`config.mk`:
```
export PLATFORM = sky130hd
export DESIGN_NAME = lock_attempt_sequencer
export DESIGN_NICKNAME = d
export VERILOG_FILES = /design/src/rtl/lock_ctrl_pkg.sv /design/src/rtl/lock_code_piso.sv /design/src/rtl/lock_attempt_sequencer.sv
export SDC_FILE = /design/constraint.sdc
export NUM_CORES = 1
export LEC_CHECK = 0
export ABC_AREA = 1
export CORE_MARGIN = 1
export CORE_UTILIZATION = 53
export DETAILED_ROUTE_END_ITERATION = 6
export PLACE_DENSITY = 0.78
export SYNTH_ARGS = -nofsm -noshare
export SYNTH_HDL_FRONTEND = slang
export SYNTH_SLANG_ARGS = --single-unit
```
`constraint.sdc`:
```
create_clock -name CLK -period 1.5 [get_ports CLK]
set_input_delay 0.15 -clock CLK [delete_from_list [all_inputs] [get_ports CLK]]
set_output_delay 0.15 -clock CLK [all_outputs]
set_load 0.02 [all_outputs]
```
`src/rtl/lock_ctrl_pkg.sv`:
```
// Shared types and default constants for the combination-lock attempt sequencer.
package lock_ctrl_pkg;

  localparam int CODE_W_DEF      = 6;
  localparam int MAX_FAIL_DEF    = 3;
  localparam int LOCKOUT_CYC_DEF = 64;
  localparam int FAIL_CNT_W      = 4;

  typedef enum logic [2:0] {
    st_idle,
    st_clear,
    st_shift,
    st_check,
    st_lockout
  } lock_seq_state_t;

endpackage

```
`src/rtl/lock_code_piso.sv`:
```
// Parallel-in serial-out code shifter; msb is a registered serial bit that
// drops to 0 whenever no shift is requested.
module lock_code_piso #(
  parameter int W = 6
) (
  input  logic         CLK,
  input  logic         CLR,
  input  logic         load,
  input  logic         shift,
  input  logic         count,
  input  logic [W-1:0] code,
  output logic         msb,
  output logic         last
);

  localparam int CW = (W > 1) ? $clog2(W) : 1;

  logic [W-1:0]  sreg;
  logic [CW-1:0] cnt;

  // The serial bit is launched one cycle ahead of the shift state it belongs to.
  always_ff @(posedge CLK or negedge CLR) begin
    if (!CLR) begin
      sreg <= '0;
      cnt  <= '0;
      msb  <= 1'b0;
    end else begin
      if (load) begin
        sreg <= code;
        cnt  <= CW'(W - 1);
      end else begin
        if (shift) sreg <= {sreg[W-2:0], 1'b0};
        if (count) cnt  <= cnt - CW'(1);
      end
      msb <= shift ? sreg[W-1] : 1'b0;
    end
  end

  assign last = (cnt == '0);

endmodule

```
`src/rtl/lock_attempt_sequencer.sv`:
```
// Drives the serial lock FSM from a parallel code word, reports pass/fail and
// enforces a lockout after repeated failures.
module lock_attempt_sequencer
  import lock_ctrl_pkg::*;
#(
  parameter int CODE_W      = CODE_W_DEF,
  parameter int MAX_FAIL    = MAX_FAIL_DEF,
  parameter int LOCKOUT_CYC = LOCKOUT_CYC_DEF
) (
  input  logic                  CLK,
  input  logic                  CLR,
  input  logic                  START,
  input  logic [CODE_W-1:0]     CODE,
  input  logic                  UNLK_IN,
  output logic                  LOCK_CLR,
  output logic                  X_OUT,
  output logic                  BUSY,
  output logic                  DONE,
  output logic                  PASS,
  output logic                  LOCKED_OUT,
  output logic [FAIL_CNT_W-1:0] FAIL_CNT
);

  localparam int LO_W = (LOCKOUT_CYC > 1) ? $clog2(LOCKOUT_CYC) : 1;
  localparam logic [LO_W-1:0]       LO_LOAD  = LO_W'(LOCKOUT_CYC - 1);
  localparam logic [FAIL_CNT_W-1:0] FAIL_MAX = FAIL_CNT_W'(MAX_FAIL);

  lock_seq_state_t state_q, state_d;
  logic [LO_W-1:0] lo_cnt;
  logic            piso_load, piso_shift, piso_count, piso_last;
  logic            fail_hit;

  assign fail_hit   = ((FAIL_CNT + FAIL_CNT_W'(1)) == FAIL_MAX);
  assign piso_load  = (state_q == st_idle) && START;
  assign piso_shift = (state_q == st_clear) || ((state_q == st_shift) && !piso_last);
  assign piso_count = (state_q == st_shift);

  lock_code_piso #(.W(CODE_W)) u_piso (
    .CLK   (CLK),
    .CLR   (CLR),
    .load  (piso_load),
    .shift (piso_shift),
    .count (piso_count),
    .code  (CODE),
    .msb   (X_OUT),
    .last  (piso_last)
  );

  always_ff @(posedge CLK or negedge CLR) begin
    if (!CLR) state_q <= st_idle;
    else      state_q <= state_d;
  end

  // CHECK decides on the PASS register, which latched UNLK_IN on entry.
  always_comb begin
    state_d = state_q;
    case (state_q)
      st_idle:    if (START) state_d = st_clear;
      st_clear:   state_d = st_shift;
      st_shift:   if (piso_last) state_d = st_check;
      st_check:   state_d = (!PASS && fail_hit) ? st_lockout : st_idle;
      st_lockout: if (lo_cnt == '0) state_d = st_idle;
      default:    state_d = st_idle;
    endcase
  end

  always_ff @(posedge CLK or negedge CLR) begin
    if (!CLR) begin
      LOCK_CLR   <= 1'b0;
      BUSY       <= 1'b0;
      DONE       <= 1'b0;
      PASS       <= 1'b0;
      LOCKED_OUT <= 1'b0;
      FAIL_CNT   <= '0;
      lo_cnt     <= '0;
    end else begin
      LOCK_CLR   <= (state_d == st_clear);
      BUSY       <= (state_d != st_idle);
      DONE       <= (state_d == st_check);
      LOCKED_OUT <= (state_d == st_lockout);
      if (state_d == st_check) PASS <= UNLK_IN;
      case (state_q)
        st_check: begin
          if (PASS) begin
            FAIL_CNT <= '0;
          end else if (fail_hit) begin
            FAIL_CNT <= FAIL_MAX;
            lo_cnt   <= LO_LOAD;
          end else begin
            FAIL_CNT <= FAIL_CNT + FAIL_CNT_W'(1);
          end
        end
        st_lockout: begin
          if (lo_cnt == '0) FAIL_CNT <= '0;
          else              lo_cnt   <= lo_cnt - LO_W'(1);
        end
        default: ;
      endcase
    end
  end

endmodule

```
# Yosys cells after proc, flatten, opt, wreduce, memory -nomap -nowiden
# Cells that the tools add are included.
dict set report word_totals {
  ff_bits 28
  inputBits 10
  elab_cells 59
}
dict set report classes {
  eq_ne 12
  n_reduce_logical 15
  addsub 3
  mux 18
}
# cell n
set op_table {}
lappend op_table {{two-way mux 6 bit} 5}
lappend op_table {{two-way mux 3 bit} 6}
lappend op_table {{case mux 3 bit (5 select lines)} 1}
lappend op_table {{two-way mux 4 bit} 3}
lappend op_table {{case mux 6 bit (2 select lines)} 1}
lappend op_table {{equality test 3 x 2 -> 1 bit, second input constant} 3}
lappend op_table {{!= test 2 bit, second input constant} 4}
lappend op_table {{case mux 4 bit (2 select lines)} 1}
lappend op_table {{equality test 3 x 1 -> 1 bit, second input constant} 2}
lappend op_table {{equality test 3 bit, second input constant} 2}
lappend op_table {{zero test 3 bit} 2}
lappend op_table {{zero test 6 bit} 1}
lappend op_table {{nonzero test 2 bit} 3}
lappend op_table {{subtractor 6 x 1 -> 6 bit, second input constant} 1}
lappend op_table {{adder 4 x 1 -> 4 bit, second input constant} 1}
lappend op_table {{equality test 4 x 2 -> 1 bit, second input constant} 1}
lappend op_table {{AND reduction 4 bit} 1}
lappend op_table {{logical AND 1 bit} 3}
lappend op_table {{nonzero test 3 bit} 1}
lappend op_table {{subtractor 3 x 1 -> 3 bit, second input constant} 1}
lappend op_table {{zero test 1 bit} 2}
lappend op_table {{AND reduction 2 bit} 1}
lappend op_table {{logical OR 1 bit} 1}
lappend op_table {{two-way mux 1 bit} 1}

# Longest topological paths before layout
dict set report logic_depth {
  ltp_word 6
  mapped_depth 9
  depth_no_buf 9
}

# Cells and area by module
# From an unflattened synthesis, not the netlist that was laid out.
dict set report hier_totals {
  hier_cells 173
  area_unflattened_um2 1493.9
}
# mod n_inst area_per_inst_um2 cells_each
set by_module_without_submodules {}
lappend by_module_without_submodules {lock_attempt_sequencer 1 991.0 118}
lappend by_module_without_submodules {lock_code_piso 1 503.0 55}

# Worst setup path before layout
# OpenSTA, ideal clock, no wires.
dict set report synth_timing {
  path_type {register -> register}
  start {register FAIL_CNT[1]}
  end {register lo_cnt[0]}
  arrival_ns 1.321
  setup_ns 0.065
  path_stages_with_launch 10
  n_path_buf 0
  slack_ns 0.114
  cell_sequence {dfrtp_1 > ha_1 > inv_1 > nand2_1 > nand2_1 > nor2_2 > nand3_4 > nand2_4 > nand2_1 > nand2_1}
}
dict set report synth_via {
  elab_chain_cells 4
}
# item line_no
set synth_lines {}
lappend synth_lines {{start: declaration} lock_attempt_sequencer.sv:21} ;# output logic [FAIL_CNT_W-1:0] FAIL_CNT
lappend synth_lines {{start signal: assignment} lock_attempt_sequencer.sv:90} ;# FAIL_CNT <= FAIL_CNT + FAIL_CNT_W'(1);
lappend synth_lines {{adder 4 x 1 -> 4 bit} lock_attempt_sequencer.sv:33} ;# assign fail_hit = ((FAIL_CNT + FAIL_CNT_W'(1)) == FAIL_MAX);
lappend synth_lines {{equality test 4 x 2 -> 1 bit} lock_attempt_sequencer.sv:33}
lappend synth_lines {{!= test 2 bit (no source line)} --}
lappend synth_lines {{AND reduction 4 bit (no source line)} --}
lappend synth_lines {{end signal: assignment} lock_attempt_sequencer.sv:95} ;# else lo_cnt <= lo_cnt - LO_W'(1);
lappend synth_lines {{end: declaration} lock_attempt_sequencer.sv:29} ;# logic [LO_W-1:0] lo_cnt;
# No other way between the ends.
# A chain may end at the register's enable or synchronous reset.

# Worst setup path after layout
dict set report layout_timing {
  start {register lo_cnt[0]}
  end {register lo_cnt[2]}
}
dict set report layout_via {
  elab_chain_cells 3
}
# item line_no
set layout_lines {}
lappend layout_lines {{subtractor 6 x 1 -> 6 bit / zero test 6 bit (equally long branches)} {lock_attempt_sequencer.sv:95, lock_attempt_sequencer.sv:94}}
lappend layout_lines {{two-way mux 6 bit / != test 2 bit (equally long branches)} --}
lappend layout_lines {{case mux 6 bit (2 select lines) / AND reduction 4 bit (equally long branches)} --}
# Several ways; a longest one is shown, not always the timed one. The select of a mux whose other input is x is not followed.

==> impl_metrics.ini <==
[status]
status = completed

[cells_and_area]
fillers = 199
antenna_cells_inserted = 0
final_cells = 245
drive_above_1_share = 0.177
finalCoreUtilization = 0.725
area_growth_pct = 26.1
final_nets = 232

[logic_synthesis]
syn_avg_cell_area_um2 = 8.01
synth_area_um2 = 1450
yosys_warnings = 0
syn_inst = 181
synth.area.top_cells = dfrtp_1 (48%), nand2_1 (17%), nand3_1 (6.2%)
syn_nets = 197
yosysTopAreaCellShare = 0.483
synth_cell_type_count = 22
synth_area_leader_cell = dfrtp_1
ys_ff_latch = 28
ys_seq_area_frac = 0.483

[power]
power.net_switching_uw = 1470
power_uw = 3440
combinationalPowerShare = 0.481
p_leak_uw = 0.000957
powerDensity_nw_per_um2 = 1880
switching_share = 0.428
ir_drop_mv = 1.23
p_int_uw = 1960
pwr-share-clk = 0.145
seqPwrFrac = 0.374

[sta]
slew_viol_final = 0
period_minus_slack_ns = 1.46
rsz0062_at_grt = yes
finalClockSkew_ns = 0.0102
relSlewSlack = 0.762
finalHoldViolations = 0
finalSetupViolations = 0
setup_tns_ns = 0
worstMarginPinSlew_ns = 0.356
holdWs_ns = 0.204
fmax_mhz = 683
min_period_over_period = 0.976

[clock_network]
cts_buffer_depth = 2
cts_made_buffers = 3
cts_tree = yes
clkTransAtPathRegs_ns = 0.16
clock_latency_ns = 0.33
root_buffer = clkbuf_4
clock_sinks = 28
h-tree-depth = 1

[setup_path]
critical_path.endpoint_type = flop
crit_slowest_cell = dfrtp_1
timing.critical_path.from_type = flop
critPathMaxStageDelay_ns = 0.44
criticalPathCategory = flop to flop
arrival_ns = 1.75
cp_max_fo = 5
cp_data_required_time_ns = 1.79
path_cells = inv_2 -> ha_1 -> nand4_1 -> nand2_4 -> clkbuf_2 -> nand3_1 -> nand2_1

[placement]
port_buffers = 19
dp.cells = 232
hpwl_um = 2010
place_congestion = 0.858

[floorplan]
dieWidth_um = 54.3
dieArea_um2 = 2950
row_count = 18
io_pins = 20
initial_core_util = 0.575
core_area_um2 = 2520
die_h_um = 54.3

[route]
drtAntennaViolNets = 0
viasPerCell = 5.16
drc = 0
first_pass_iters = 4
wl_um = 3110
wire_per_inst_um = 12.7
drt_iter0_drc = 42
num_vias = 1265

[grt]
antenna_found_initial = 0
overflow = 0
grt_first_pass_wirelength_um = 4710
grtUsageTotal = 0.220
grt_pass1_vias = 1125
grt_start_max_net_pins = 29

[job]
maxCapViolCount = 0

[min_path]
hp-class = input port to asynchronous set/reset pin
==> layout by cell type, fill, tap and decap left out <==
cell	count
nand3_1	18
a21boi_0	2
dfrtp_1	26
nor2_1	9
nand3_4	1
o21ai_0	6
ha_1	4
nand2_2	2
dlygate4sd2_1	5
or2_2	1
inv_1	20
a21boi_1	1
ha_2	2
o21ai_1	1
clkdlybuf4s50_1	13
nand2_4	2
clkbuf_2	1
bufinv_16	1
nand4_1	3
inv_2	5
a21oi_1	1
xnor2_1	1
dlymetal6s2s_1	1
nand2_1	65
clkbuf_4	3
buf_4	10
nor2_4	3
dfrtp_2	2
nand3_2	2
nor3_1	1
nor2_2	3
==> power by group through the flow <==
| stage | combinational (µW) | sequential (µW) | clock (µW) |
|---|---|---|---|
| 6_report | 1650 | 1290 | 500 |
| 5_1_grt | 1860 | 1320 | 530 |
| 4_1_cts | 1510 | 1280 | 506 |
| 3_5_place_dp | 1540 | 1290 | 0 |
| 3_3_place_gp | 1490 | 1270 | 0 |
| 2_1_floorplan | 985 | 1360 | 0 |
==> worst paths after layout <==
check / startpoint / end / slack, ns / cells after the start
worst max register to register: lo_cnt[0] / lo_cnt[2] / 0.04 / 7
worst min register to register: u_piso.sreg[0] / u_piso.sreg[0] / 0.50 / 2
min in group CLK: CODE[0] / u_piso.sreg[0] / 0.34 / 3
worst max-delay path: lo_cnt[0] / lo_cnt[2] / 0.04 / 7
max in group asynchronous: CLR / FAIL_CNT[0] / 1.02 / 2
worst min-delay path: CLR / FAIL_CNT[1] / 0.20 / 2
==> cell families (layout without fill, tap and decap cells) <==
| family | after synthesis | after routing | share of synthesized area |
|---|---|---|---|
| AOI/OAI and AO/OA | 11 | 11 | 0.0431 |
| xor gates and xnor gates | 1 | 1 | 0.00604 |
| DFF | 28 | 28 | 0.483 |
| buffers and inverters | 26 | 59 | 0.0725 |
| and+or+nand+nor | 109 | 110 | 0.343 |
| adders and majority gates | 6 | 6 | 0.0518 |
==> synth_stat cells <==
| master | n |
|---|---|
| a21boi_0 | 2 |
| inv_2 | 3 |
| nand4_1 | 3 |
| a21oi_1 | 1 |
| nor2_1 | 10 |
| nand3_2 | 1 |
| nand2_1 | 66 |
| nand2_4 | 1 |
| nor2_2 | 3 |
| nor2_4 | 2 |
| or2_2 | 1 |
| dfrtp_1 | 28 |
| buf_6 | 1 |
| nand3_1 | 18 |
| nand2_2 | 2 |
| xnor2_1 | 1 |
| nand3_4 | 1 |
| a21boi_1 | 1 |
| o21ai_0 | 7 |
| inv_1 | 22 |
| nor3_1 | 1 |
| ha_1 | 6 |
==> per-layer routing <==
metal / track usage / vias to the layer above / wire (µm)
li1: - / 641 / -
met1: 0.278 / 581 / 1430
met2: 0.386 / 39 / 1510
met3: 0.0278 / 4 / 144
met4: 0.0726 / 0 / 25
met5: 0 / - / 0
==> through the flow <==
stage | instance area [µm²] | worst slack [ns]
global route | 1830 | -0.0443
detailed placement | 1690 | 0.0628
finish | 1830 | 0.0361
floorplan | 1450 | 0.114
CTS | 1740 | 0.0273
global placement | 1690 | 0.0969
==> what timing repair did <==
| item | 4_1_cts | 5_1_grt |
|---|---|---|
| pin swaps | 0 | 4 |
| endpoints found under the setup margin | 5 | 10 |
| endpoints found under the hold margin | 0 | 0 |
| hold buffers | 0 | 0 |
| gates cloned | 0 | 1 |
| setup buffers | 0 | 8 |
| gates resized for setup | 5 | 12 |
==> flip-flops by register name, summed over array words and instances (netlist names) <==
name / flops
DONE: 1
LOCKED_OUT: 1
lo_cnt: 6
BUSY: 1
LOCK_CLR: 1
u_piso.sreg: 6
u_piso.cnt: 3
u_piso.msb: 1
PASS: 1
FAIL_CNT: 4
state_q: 3
==> critical path, delay by kind of cell, from the launching register on <==
family,cells,cell delay [ns]
AND/OR/NAND/NOR,4,0.56
flip-flops,1,0.44
buffers and inverters,2,0.27
adder cells (fa/ha/maj),1,0.15
==> layout make-up <==
type / instances / area, µm² / area share
flip-flops and latches: 28 / 703 / 0.385
multi-input cells: 128 / 674 / 0.369
repair buffers: 30 / 267 / 0.146
inverters: 25 / 93.8 / 0.0513
well taps: 30 / 37.5 / 0.0205
clock inverters: 1 / 30.0 / 0.0164
clock buffers: 3 / 22.5 / 0.0123
(Power assumes the default switching activity.)
